$ cat config.mk
export PLATFORM = sky130hd
export DESIGN_NAME = riscv_alu_issue_flat
export DESIGN_NICKNAME = d
export VERILOG_FILES = /design/src/rtl/riscv_alu_issue_pkg.sv /design/src/rtl/riscv_alu_issue_if.sv /design/src/rtl/riscv_alu_dec.sv /design/src/rtl/riscv_alu_issue.sv /design/src/flat_wrapper.sv
export VERILOG_INCLUDE_DIRS = /design/src /design/src/rtl
export SDC_FILE = /design/constraint.sdc
export NUM_CORES = 1
export LEC_CHECK = 0
export ABC_AREA = 1
export CORE_UTILIZATION = 41
export CTS_BUF_LIST = sky130_fd_sc_hd__clkbuf_8
export DETAILED_ROUTE_END_ITERATION = 7
export GPL_ROUTABILITY_DRIVEN = 0
export PLACE_DENSITY_LB_ADDON = 0.3
export SYNTH_ARGS = -nofsm -noshare
export SYNTH_HDL_FRONTEND = slang
export SYNTH_SLANG_ARGS = --single-unit
$ cat constraint.sdc
create_clock -name i_clk -period 2.1 [get_ports i_clk]
set_clock_uncertainty 0.15 [all_clocks]
set_input_delay 0.315 -clock i_clk [delete_from_list [all_inputs] [get_ports i_clk]]
set_output_delay 0.315 -clock i_clk [all_outputs]
set_load 0.005 [all_outputs]
$ cat src/rtl/riscv_configs.v
// Shared RV32I configuration: operand width, ALU-path opcodes and ALU control encodings.
`ifndef RISCV_CONFIGS_V
`define RISCV_CONFIGS_V

`define XLEN 32

`define OPC_OP     7'b0110011
`define OPC_OP_IMM 7'b0010011
`define OPC_LUI    7'b0110111
`define OPC_AUIPC  7'b0010111

`define ALU_CTRL_ADD  4'd0
`define ALU_CTRL_SUB  4'd1
`define ALU_CTRL_SLL  4'd2
`define ALU_CTRL_SLT  4'd3
`define ALU_CTRL_SLTU 4'd4
`define ALU_CTRL_XOR  4'd5
`define ALU_CTRL_SRL  4'd6
`define ALU_CTRL_SRA  4'd7
`define ALU_CTRL_OR   4'd8
`define ALU_CTRL_AND  4'd9

`endif

$ cat src/rtl/riscv_alu_issue_pkg.sv
// Typed views of the shared RV32I constants plus the ID/EX register payload.
`include "riscv_configs.v"

package riscv_alu_issue_pkg;

   localparam int XLEN = `XLEN;

   localparam logic [6:0] OPC_OP     = `OPC_OP;
   localparam logic [6:0] OPC_OP_IMM = `OPC_OP_IMM;
   localparam logic [6:0] OPC_LUI    = `OPC_LUI;
   localparam logic [6:0] OPC_AUIPC  = `OPC_AUIPC;

   localparam logic [3:0] ALU_CTRL_ADD  = `ALU_CTRL_ADD;
   localparam logic [3:0] ALU_CTRL_SUB  = `ALU_CTRL_SUB;
   localparam logic [3:0] ALU_CTRL_SLL  = `ALU_CTRL_SLL;
   localparam logic [3:0] ALU_CTRL_SLT  = `ALU_CTRL_SLT;
   localparam logic [3:0] ALU_CTRL_SLTU = `ALU_CTRL_SLTU;
   localparam logic [3:0] ALU_CTRL_XOR  = `ALU_CTRL_XOR;
   localparam logic [3:0] ALU_CTRL_SRL  = `ALU_CTRL_SRL;
   localparam logic [3:0] ALU_CTRL_SRA  = `ALU_CTRL_SRA;
   localparam logic [3:0] ALU_CTRL_OR   = `ALU_CTRL_OR;
   localparam logic [3:0] ALU_CTRL_AND  = `ALU_CTRL_AND;

   typedef struct packed {
      logic [XLEN-1:0] a;
      logic [XLEN-1:0] b;
      logic [3:0]      ctrl;
      logic [4:0]      rd;
      logic            we;
      logic            ill;
   } issue_t;

   localparam issue_t ISSUE_RST = '{a: '0, b: '0, ctrl: ALU_CTRL_ADD, rd: '0, we: 1'b0, ill: 1'b0};

   // funct7=0 mapping shared by OP and OP-IMM
   function automatic logic [3:0] f3_ctrl(input logic [2:0] f3);
      case (f3)
         3'b000:  return ALU_CTRL_ADD;
         3'b001:  return ALU_CTRL_SLL;
         3'b010:  return ALU_CTRL_SLT;
         3'b011:  return ALU_CTRL_SLTU;
         3'b100:  return ALU_CTRL_XOR;
         3'b101:  return ALU_CTRL_SRL;
         3'b110:  return ALU_CTRL_OR;
         default: return ALU_CTRL_AND;
      endcase
   endfunction

endpackage

$ cat src/rtl/riscv_alu_issue_if.sv
// Decode-to-execute handshake and operand bus; slave is the issue register's view.
interface riscv_alu_issue_if;
   import riscv_alu_issue_pkg::*;

   logic            i_valid;
   logic            o_ready;
   logic [31:0]     i_instr;
   logic [XLEN-1:0] i_pc;
   logic [XLEN-1:0] i_rs1_data;
   logic [XLEN-1:0] i_rs2_data;
   logic            i_flush;
   logic            o_valid;
   logic            i_ready;
   logic [XLEN-1:0] o_alu_a;
   logic [XLEN-1:0] o_alu_b;
   logic [3:0]      o_alu_ctrl;
   logic [4:0]      o_rd_addr;
   logic            o_rd_we;
   logic            o_illegal;

   modport slave (
      input  i_valid, i_instr, i_pc, i_rs1_data, i_rs2_data, i_flush, i_ready,
      output o_ready, o_valid, o_alu_a, o_alu_b, o_alu_ctrl, o_rd_addr, o_rd_we, o_illegal
   );

   modport master (
      output i_valid, i_instr, i_pc, i_rs1_data, i_rs2_data, i_flush, i_ready,
      input  o_ready, o_valid, o_alu_a, o_alu_b, o_alu_ctrl, o_rd_addr, o_rd_we, o_illegal
   );
endinterface

$ cat src/rtl/riscv_alu_dec.sv
// Combinational RV32I ALU-path decode: operand select, ALU control, writeback enable, legality.
module riscv_alu_dec
   import riscv_alu_issue_pkg::*;
(
   input  logic [31:0]     instr_i,
   input  logic [XLEN-1:0] pc_i,
   input  logic [XLEN-1:0] rs1_i,
   input  logic [XLEN-1:0] rs2_i,
   output logic [XLEN-1:0] a_o,
   output logic [XLEN-1:0] b_o,
   output logic [3:0]      ctrl_o,
   output logic            we_o,
   output logic            illegal_o
);

   logic [6:0]      opc;
   logic [2:0]      f3;
   logic [6:0]      f7;
   logic [XLEN-1:0] imm_i;
   logic [XLEN-1:0] imm_u;

   assign opc   = instr_i[6:0];
   assign f3    = instr_i[14:12];
   assign f7    = instr_i[31:25];
   assign imm_i = {{(XLEN-12){instr_i[31]}}, instr_i[31:20]};
   assign imm_u = {instr_i[31:12], 12'b0};

   always_comb begin
      illegal_o = 1'b1;
      ctrl_o    = ALU_CTRL_ADD;
      a_o       = rs1_i;
      b_o       = rs2_i;
      case (opc)
         OPC_OP: begin
            if (f7 == 7'b0000000) begin
               illegal_o = 1'b0;
               ctrl_o    = f3_ctrl(f3);
            end else if (f7 == 7'b0100000 && f3 == 3'b000) begin
               illegal_o = 1'b0;
               ctrl_o    = ALU_CTRL_SUB;
            end else if (f7 == 7'b0100000 && f3 == 3'b101) begin
               illegal_o = 1'b0;
               ctrl_o    = ALU_CTRL_SRA;
            end
         end
         OPC_OP_IMM: begin
            illegal_o = 1'b0;
            ctrl_o    = f3_ctrl(f3);
            b_o       = imm_i;
            // shifts reuse imm[11:5] as a funct7 qualifier
            if (f3 == 3'b001 && f7 != 7'b0000000) illegal_o = 1'b1;
            if (f3 == 3'b101) begin
               if (f7 == 7'b0100000)      ctrl_o    = ALU_CTRL_SRA;
               else if (f7 != 7'b0000000) illegal_o = 1'b1;
            end
         end
         OPC_LUI: begin
            illegal_o = 1'b0;
            a_o       = '0;
            b_o       = imm_u;
         end
         OPC_AUIPC: begin
            illegal_o = 1'b0;
            a_o       = pc_i;
            b_o       = imm_u;
         end
         default: ;
      endcase
      // illegal words carry a fixed, harmless payload downstream
      if (illegal_o) begin
         ctrl_o = ALU_CTRL_ADD;
         a_o    = rs1_i;
         b_o    = rs2_i;
      end
   end

   assign we_o = !illegal_o && (instr_i[11:7] != 5'd0);

endmodule

$ cat src/rtl/riscv_alu_issue.sv
// Single-entry ID/EX issue register with valid/ready handshake, flush and sync reset.
module riscv_alu_issue
   import riscv_alu_issue_pkg::*;
(
   input  logic               i_clk,
   input  logic               i_rst,
   riscv_alu_issue_if.slave   bus
);

   issue_t          dec_d;
   issue_t          out_q;
   logic            valid_q, valid_d;
   logic            load;
   logic [XLEN-1:0] dec_a, dec_b;
   logic [3:0]      dec_ctrl;
   logic            dec_we, dec_ill;

   riscv_alu_dec u_dec (
      .instr_i   (bus.i_instr),
      .pc_i      (bus.i_pc),
      .rs1_i     (bus.i_rs1_data),
      .rs2_i     (bus.i_rs2_data),
      .a_o       (dec_a),
      .b_o       (dec_b),
      .ctrl_o    (dec_ctrl),
      .we_o      (dec_we),
      .illegal_o (dec_ill)
   );

   always_comb begin
      dec_d = '{a: dec_a, b: dec_b, ctrl: dec_ctrl, rd: bus.i_instr[11:7], we: dec_we, ill: dec_ill};
   end

   // reset forces ready so upstream never stalls on a register about to be cleared
   assign bus.o_ready = i_rst || !valid_q || bus.i_ready;
   assign load        = bus.i_valid && bus.o_ready && !bus.i_flush;

   always_comb begin
      valid_d = valid_q;
      if (bus.i_flush)       valid_d = 1'b0;
      else if (load)         valid_d = 1'b1;
      else if (bus.i_ready)  valid_d = 1'b0;
   end

   always_ff @(posedge i_clk) begin
      if (i_rst) begin
         valid_q <= 1'b0;
         out_q   <= ISSUE_RST;
      end else begin
         valid_q <= valid_d;
         if (load) out_q <= dec_d;
      end
   end

   assign bus.o_valid    = valid_q;
   assign bus.o_alu_a    = out_q.a;
   assign bus.o_alu_b    = out_q.b;
   assign bus.o_alu_ctrl = out_q.ctrl;
   assign bus.o_rd_addr  = out_q.rd;
   assign bus.o_rd_we    = out_q.we;
   assign bus.o_illegal  = out_q.ill;

endmodule

$ cat src/flat_wrapper.sv
// flat-port wrapper written by rule: the top's interface ports become plain ports
module riscv_alu_issue_flat import riscv_alu_issue_pkg::*;
  (i_clk, i_rst, bus_i_valid, bus_i_instr, bus_i_pc, bus_i_rs1_data, bus_i_rs2_data, bus_i_flush, bus_i_ready, bus_o_ready, bus_o_valid, bus_o_alu_a, bus_o_alu_b, bus_o_alu_ctrl, bus_o_rd_addr, bus_o_rd_we, bus_o_illegal);
  riscv_alu_issue_if bus_i ();
  input  logic i_clk;
  input  logic i_rst;
  input wire logic [$bits(bus_i.i_valid)-1:0] bus_i_valid;
  input wire logic [$bits(bus_i.i_instr)-1:0] bus_i_instr;
  input wire logic [$bits(bus_i.i_pc)-1:0] bus_i_pc;
  input wire logic [$bits(bus_i.i_rs1_data)-1:0] bus_i_rs1_data;
  input wire logic [$bits(bus_i.i_rs2_data)-1:0] bus_i_rs2_data;
  input wire logic [$bits(bus_i.i_flush)-1:0] bus_i_flush;
  input wire logic [$bits(bus_i.i_ready)-1:0] bus_i_ready;
  output wire logic [$bits(bus_i.o_ready)-1:0] bus_o_ready;
  output wire logic [$bits(bus_i.o_valid)-1:0] bus_o_valid;
  output wire logic [$bits(bus_i.o_alu_a)-1:0] bus_o_alu_a;
  output wire logic [$bits(bus_i.o_alu_b)-1:0] bus_o_alu_b;
  output wire logic [$bits(bus_i.o_alu_ctrl)-1:0] bus_o_alu_ctrl;
  output wire logic [$bits(bus_i.o_rd_addr)-1:0] bus_o_rd_addr;
  output wire logic [$bits(bus_i.o_rd_we)-1:0] bus_o_rd_we;
  output wire logic [$bits(bus_i.o_illegal)-1:0] bus_o_illegal;
  assign bus_i.i_valid = bus_i_valid;
  assign bus_i.i_instr = bus_i_instr;
  assign bus_i.i_pc = bus_i_pc;
  assign bus_i.i_rs1_data = bus_i_rs1_data;
  assign bus_i.i_rs2_data = bus_i_rs2_data;
  assign bus_i.i_flush = bus_i_flush;
  assign bus_i.i_ready = bus_i_ready;
  assign bus_o_ready = bus_i.o_ready;
  assign bus_o_valid = bus_i.o_valid;
  assign bus_o_alu_a = bus_i.o_alu_a;
  assign bus_o_alu_b = bus_i.o_alu_b;
  assign bus_o_alu_ctrl = bus_i.o_alu_ctrl;
  assign bus_o_rd_addr = bus_i.o_rd_addr;
  assign bus_o_rd_we = bus_i.o_rd_we;
  assign bus_o_illegal = bus_i.o_illegal;
  riscv_alu_issue u_core (.i_clk(i_clk), .i_rst(i_rst), .bus(bus_i));
endmodule
==> metrics.txt, run 1 <==
status=complete, no violations; Diodes inserted=0; # fillers=776; Routed Antenna Nets=0; DRT Wirelength=13.6 mm; core area=9420 sq um; Register Area=1520 sq um; initial core utilization=43.2%; crit path max fanout=9; Net Sw Power=0.000943 W; Final Cycle Share=92.9%; clk slew on worst S/H paths=0.09 ns; Fin. Hold Viols=0; R2R depth=9; worst-margin pin slew=0.492 ns; average size of a mapped cell=6.37 sq um; post-synthesis cell type count=22; final instance count without filler cells=988; share of post-route cells with drive strength above 1=8.73%; f_max=512 MHz; top cell type's share of synthesized area=37.4%; Syn. warnings=0; via count=4,959; Worst Hold Class=flop to flop; internal power=0.00248 W; # placed instances=972; PnR Total Power=0.00342 W; setup violators final=0; # DRC=0; count of pins over their slew limit=0; GRT Resource Usage Total=26.6%; fin nets=987; DRC violation total after the first TritonRoute iteration=178; Sw Ratio=27.6%; P&R area growth vs syn=64.2%; first-pass GRT wire length=21.8 mm; htree depth=3; most common cell after layout, fill and taps aside=clkdlybuf4s50_1; CTS Sinks=76; CTS buffer count=9; Worst Setup Path Type=input pin to flop; clock latency on the worst-skew pair=0.33 ns; Worst R2R End=u_core.bus.o_alu_b[21]; Worst Setup End Kind=flop; PD cells=513 nW/um^2; sequential share of the synthesized area=37.4%; Clock Power Share=30.9%; die span in y=102 microns; max_cap viols=0; Pre-antenna DRT Iters=5; beginning of the critical path=bus_i_instr[26]; # resized after CTS=0; maximum clock path buffer count=2; Post-CTS Hold Buffers=0; Die Wd=102 microns; pin count of the biggest net entering global routing=58; Multi-input gate area=2010 sq um; aggregate global routing overflow=0; # IOs=210; commonest cells after routing, fill and taps aside=clkdlybuf4s50_1 (209), nand2_1 (171), nand3_1 (83); maximum vdd ir drop=396 uV; critical path, cell by cell=clkdlybuf4s50_1, nor2_1, nand2_1, nor2_1, nand2_1, nand3_2, nand3_4, inv_2, buf_4, nand3_1, nand2_1, nand2_1, inv_1; CP Launch Type=input pin; slowest stage delay, CP=0.42 ns; WL/cell=13.8 microns; r2r setup slk=0.57 ns; most used cell along the critical path=nand2_1; PortBufs=209; vias in the first global route=4,855; Via density=5.02; CP endpoint=u_core.bus.o_alu_b[4]; flops & latches, synth=76; Slowest cell on crit path=clkdlybuf4s50_1; post-synthesis cell area=4070 sq um; num rows=35; Post-CTS Setup Repair Bufs=0; Post-Synthesis Cells=638; Seq pwr share=46.0%; die area=10,300 sq um; combinational group share of total power=23.1%; CTS tree=yes; leading area contributor after synthesis=dfxtp_1; CTS root buffer=clkbuf_8; Period minus WS final=1.95 ns; WP data required=2.24 ns; Synth Net Count=771; RSZ-0062 raised after global routing=no; initial antenna violation count=0; Leak=3.04 nW; relative slew slack=67.2%; worst r2r src=u_core.bus.o_valid; top cells by area, synth=dfxtp_1 (37%), nand2_1 (16%), nand3_1 (10%); DPL Wire Length=9.92 mm; crit path DAT=2.09 ns
==> power by group through the flow <==
stage | Sequential (W) | Clock [W] | Combinational [W]
6_report | 0.00157 | 0.00106 | 0.000792
5_1_grt | 0.00158 | 0.00114 | 0.000861
4_1_cts | 0.00157 | 0.00108 | 0.000791
3_5_place_dp | 0.00161 | 0 | 0.000786
3_3_place_gp | 0.00160 | 0 | 0.000770
2_1_floorplan | 0.00161 | 0 | 0.000254
==> worst max-delay path: cells and delay by family <==
family,cells,cell delay (ns)
buffers and inverters,4,0.81
and+or+nand+nor,9,0.97
==> kinds of logic after synthesis <==
| kind of cell | after synthesis | share of synthesized area, % |
|---|---|---|
| DFF | 76 | 37.4 |
| AOI/OAI and AO/OA | 101 | 14.5 |
| buffers and inverters | 128 | 13.2 |
| and+or+nand+nor | 333 | 35.0 |
==> through the flow <==
step	setup TNS [ns]	cell area [sq um]	util (%)	setup WS (ns)	hold slack [ns]
3_5_place_dp	-8.06	6490	68.9	-0.200	0.307
4_1_cts	0	6680	70.9	0.153	0.319
5_1_grt	0	6680	70.9	0.0124	0.343
6_report	0	6680	70.9	0.148	0.317
3_3_place_gp	-3.07	6490	68.9	-0.101	0.303
2_1_floorplan	0	4070	-	0.495	0.242
==> how the worst min path moves through the flow <==
stage / start / to / depth (start not counted)
3_5_place_dp: u_core.bus.o_alu_ctrl[3] / u_core.bus.o_alu_ctrl[3] / 2
5_1_grt: u_core.bus.o_alu_ctrl[2] / u_core.bus.o_alu_ctrl[2] / 2
4_1_cts: u_core.bus.o_rd_we / u_core.bus.o_rd_we / 2
6_report: u_core.bus.o_alu_ctrl[3] / u_core.bus.o_alu_ctrl[3] / 2
2_1_floorplan: bus_i_flush / u_core.bus.o_valid / 1
3_3_place_gp: u_core.bus.o_alu_ctrl[1] / u_core.bus.o_alu_ctrl[1] / 2
==> state kept, by name, summed over array words and instances, names as in the netlist <==
signal	flops
u_core.bus.o_illegal	1
u_core.bus.o_alu_ctrl	4
u_core.bus.o_alu_b	32
u_core.bus.o_valid	1
u_core.bus.o_alu_a	32
u_core.bus.o_rd_we	1
u_core.bus.o_rd_addr	5
==> routing by layer <==
metal / global-route usage [%] / routed length, microns / vias to the layer above
met5: 0 / 0 / -
met1: 30.1 / 5470 / 2264
met3: 5.52 / 964 / 33
met2: 47.9 / 6810 / 196
li1: - / - / 2466
met4: 12.0 / 361 / 0
==> Yosys cell counts (all sizes together) <==
library cell and n:
dfxtp 76, buf 26, clkbuf 18, nand2 173, nor2 69, a21oi 53, nand4 2, nand3 87
inv 84, o21ai 15, nor3 2, o211ai 33
==> area by class of cell <==
| cell class | instances | area share, % |
|---|---|---|
| clock inverter | 6 | 0.712 |
| inverter | 84 | 4.72 |
| clock buffer | 10 | 2.06 |
| timing repair buffer | 249 | 37.2 |
| tap | 129 | 2.42 |
| sequential | 76 | 22.8 |
| multi-input combinational | 434 | 30.1 |
Note: power is estimated with default switching activity, not from simulation.
==> run 2, diff against run 1 <==
--- a/config.mk
+++ b/config.mk
@@ -9,6 +9,7 @@
 export ABC_AREA = 1
 export CORE_UTILIZATION = 41
 export CTS_BUF_LIST = sky130_fd_sc_hd__clkbuf_8
+export CTS_CLUSTER_DIAMETER = 50
 export DETAILED_ROUTE_END_ITERATION = 7
 export GPL_ROUTABILITY_DRIVEN = 0
 export PLACE_DENSITY_LB_ADDON = 0.3
==> results of run 2 <==
Final layout, timing and power as in run 1 (identical DEF).
==> run 3, diff against run 2 <==
--- a/config.mk
+++ b/config.mk
@@ -12,7 +12,7 @@
 export CTS_CLUSTER_DIAMETER = 50
 export DETAILED_ROUTE_END_ITERATION = 7
 export GPL_ROUTABILITY_DRIVEN = 0
-export PLACE_DENSITY_LB_ADDON = 0.3
+export PLACE_DENSITY = 0.92
 export SYNTH_ARGS = -nofsm -noshare
 export SYNTH_HDL_FRONTEND = slang
 export SYNTH_SLANG_ARGS = --single-unit
==> run 3 against run 2 <==
Compared with the run above:
- via count decreased by 0.79%
- count of clock-buffer cells in the layout decreased by 1
- largest cell class unchanged
- highest routed layer unchanged
- sequential share of layout area decreased by 0.25 points
- critical path depth decreased by 9
- worst hold slack got worse by 0.0021 ns
- non-clock buffer count increased by 4
- die area unchanged
- utilization increased by 0.78 points
==> metrics.txt, run 3 (synthesized netlist as in run 1, its figures left out) <==
status=complete, no violations; Die Wd=102 microns; Diodes inserted=0; CP endpoint=bus_o_ready; RSZ-0062 raised after global routing=no; Fin. Hold Viols=0; Final Cycle Share=93.0%; most common cell after layout, fill and taps aside=clkdlybuf4s50_1; r2r setup slk=0.52 ns; worst-margin pin slew=0.495 ns; maximum clock path buffer count=2; PnR Total Power=0.00350 W; Worst Setup End Kind=output port; initial antenna violation count=0; share of post-route cells with drive strength above 1=9.15%; DRC violation total after the first TritonRoute iteration=203; crit path max fanout=2; CP Launch Type=input pin; setup violators final=0; die area=10,300 sq um; Leak=3.08 nW; htree depth=3; first-pass GRT wire length=21.6 mm; core area=9420 sq um; f_max=512 MHz; maximum vdd ir drop=332 uV; Routed Antenna Nets=0; # IOs=210; clk slew on worst S/H paths=0.07 ns; CTS Sinks=76; fin nets=991; CTS buffer count=9; clock latency on the worst-skew pair=0.34 ns; aggregate global routing overflow=0; count of pins over their slew limit=0; Period minus WS final=1.95 ns; initial core utilization=43.2%; P&R area growth vs syn=66.0%; CTS tree=yes; post-layout util=71.7%; PortBufs=209; worst r2r src=u_core.bus.o_valid; Via density=4.96; relative slew slack=67.0%; GRT Resource Usage Total=26.5%; # DRC=0; crit path DAT=1.49 ns; vias in the first global route=4,613; Worst R2R End=u_core.bus.o_alu_a[12]; via count=4,920; commonest cells after routing, fill and taps aside=clkdlybuf4s50_1 (209), nand2_1 (171), nand3_1 (83); pin count of the biggest net entering global routing=49; Setup TNS=0 ns; DPL Wire Length=10.0 mm; WL/cell=13.7 microns; Worst Setup Path Type=input pin to output port; max_cap viols=0; die span in y=102 microns; num rows=35; R2R depth=6; beginning of the critical path=i_rst; Pre-antenna DRT Iters=5; WP data required=1.63 ns; CTS root buffer=clkbuf_8; DRT Wirelength=13.5 mm; Worst Hold Class=flop to flop; PD cells=519 nW/um^2
==> run 3: changes by cell type in the layout (fill, tap and decap cells not counted), sizes merged <==
cell      before  now
buf           40   44
bufinv         0    1
clkbuf        10    9
clkinv         4    1
clkinvlp       1    2
inv           85   87
==> run 3: how the worst min path moves through the flow <==
stage	start	endpoint	slack (ns)	cells after the start
2_1_floorplan	bus_i_flush	u_core.bus.o_valid	0.24	1
3_3_place_gp	u_core.bus.o_alu_ctrl[1]	u_core.bus.o_alu_ctrl[1]	0.30	2
3_5_place_dp	u_core.bus.o_alu_ctrl[2]	u_core.bus.o_alu_ctrl[2]	0.31	2
4_1_cts	u_core.bus.o_alu_ctrl[2]	u_core.bus.o_alu_ctrl[2]	0.32	2
5_1_grt	u_core.bus.o_alu_ctrl[3]	u_core.bus.o_alu_ctrl[3]	0.34	2
6_report	u_core.bus.o_alu_ctrl[3]	u_core.bus.o_alu_ctrl[3]	0.32	2
==> run 3: stage by stage <==
stage / cells / instance area [sq um] / setup slack, ns / hold slack (ns)
5_1_grt: 992 / 6750 / 0.0157 / 0.339
3_5_place_dp: 976 / 6550 / -0.229 / 0.308
4_1_cts: 992 / 6740 / 0.138 / 0.319
6_report: 992 / 6750 / 0.146 / 0.315
3_3_place_gp: 976 / 6550 / -0.147 / 0.302
2_1_floorplan: 638 / 4070 / 0.495 / 0.242
==> run 3: final cells by class <==
type	instances	area, sq um
clock buffer	9	124
clock inverter	7	75.1
fill	770	2670
inverter	84	318
multi-input combinational	434	2010
sequential	76	1520
tap	129	161
timing repair buffer	253	2530
==> run 3: per-layer routing <==
| metal | track usage, % | up-vias | routed length [microns] |
|---|---|---|---|
| met2 | 45.5 | 191 | 6500 |
| li1 | - | 2470 | - |
| met4 | 10.6 | 0 | 363 |
| met5 | 0 | - | 0 |
| met1 | 32.5 | 2227 | 5690 |
| met3 | 5.24 | 32 | 997 |
==> run 3: power by group <==
| group | internal [W] | switching (W) | leakage (nW) |
|---|---|---|---|
| Clock | 0.000555 | 0.000575 | 0.0976 |
| Combinational | 0.000487 | 0.000311 | 2.35 |
| Sequential | 0.00153 | 0.0000453 | 0.625 |
==> run 3: critical path, cell delays in order <==
cell and delay [ns]:
clkdlybuf4s50_1 0.49, inv_1 0.07, nand3_1 0.10, clkdlybuf4s50_1 0.51
==> run 3: timing repair <==
action                     in CTS  in global routing
setup buffers                   0                  0
setup endpoints to repair       0                 20
hold buffers                    0                  0
resized for setup               0                  3
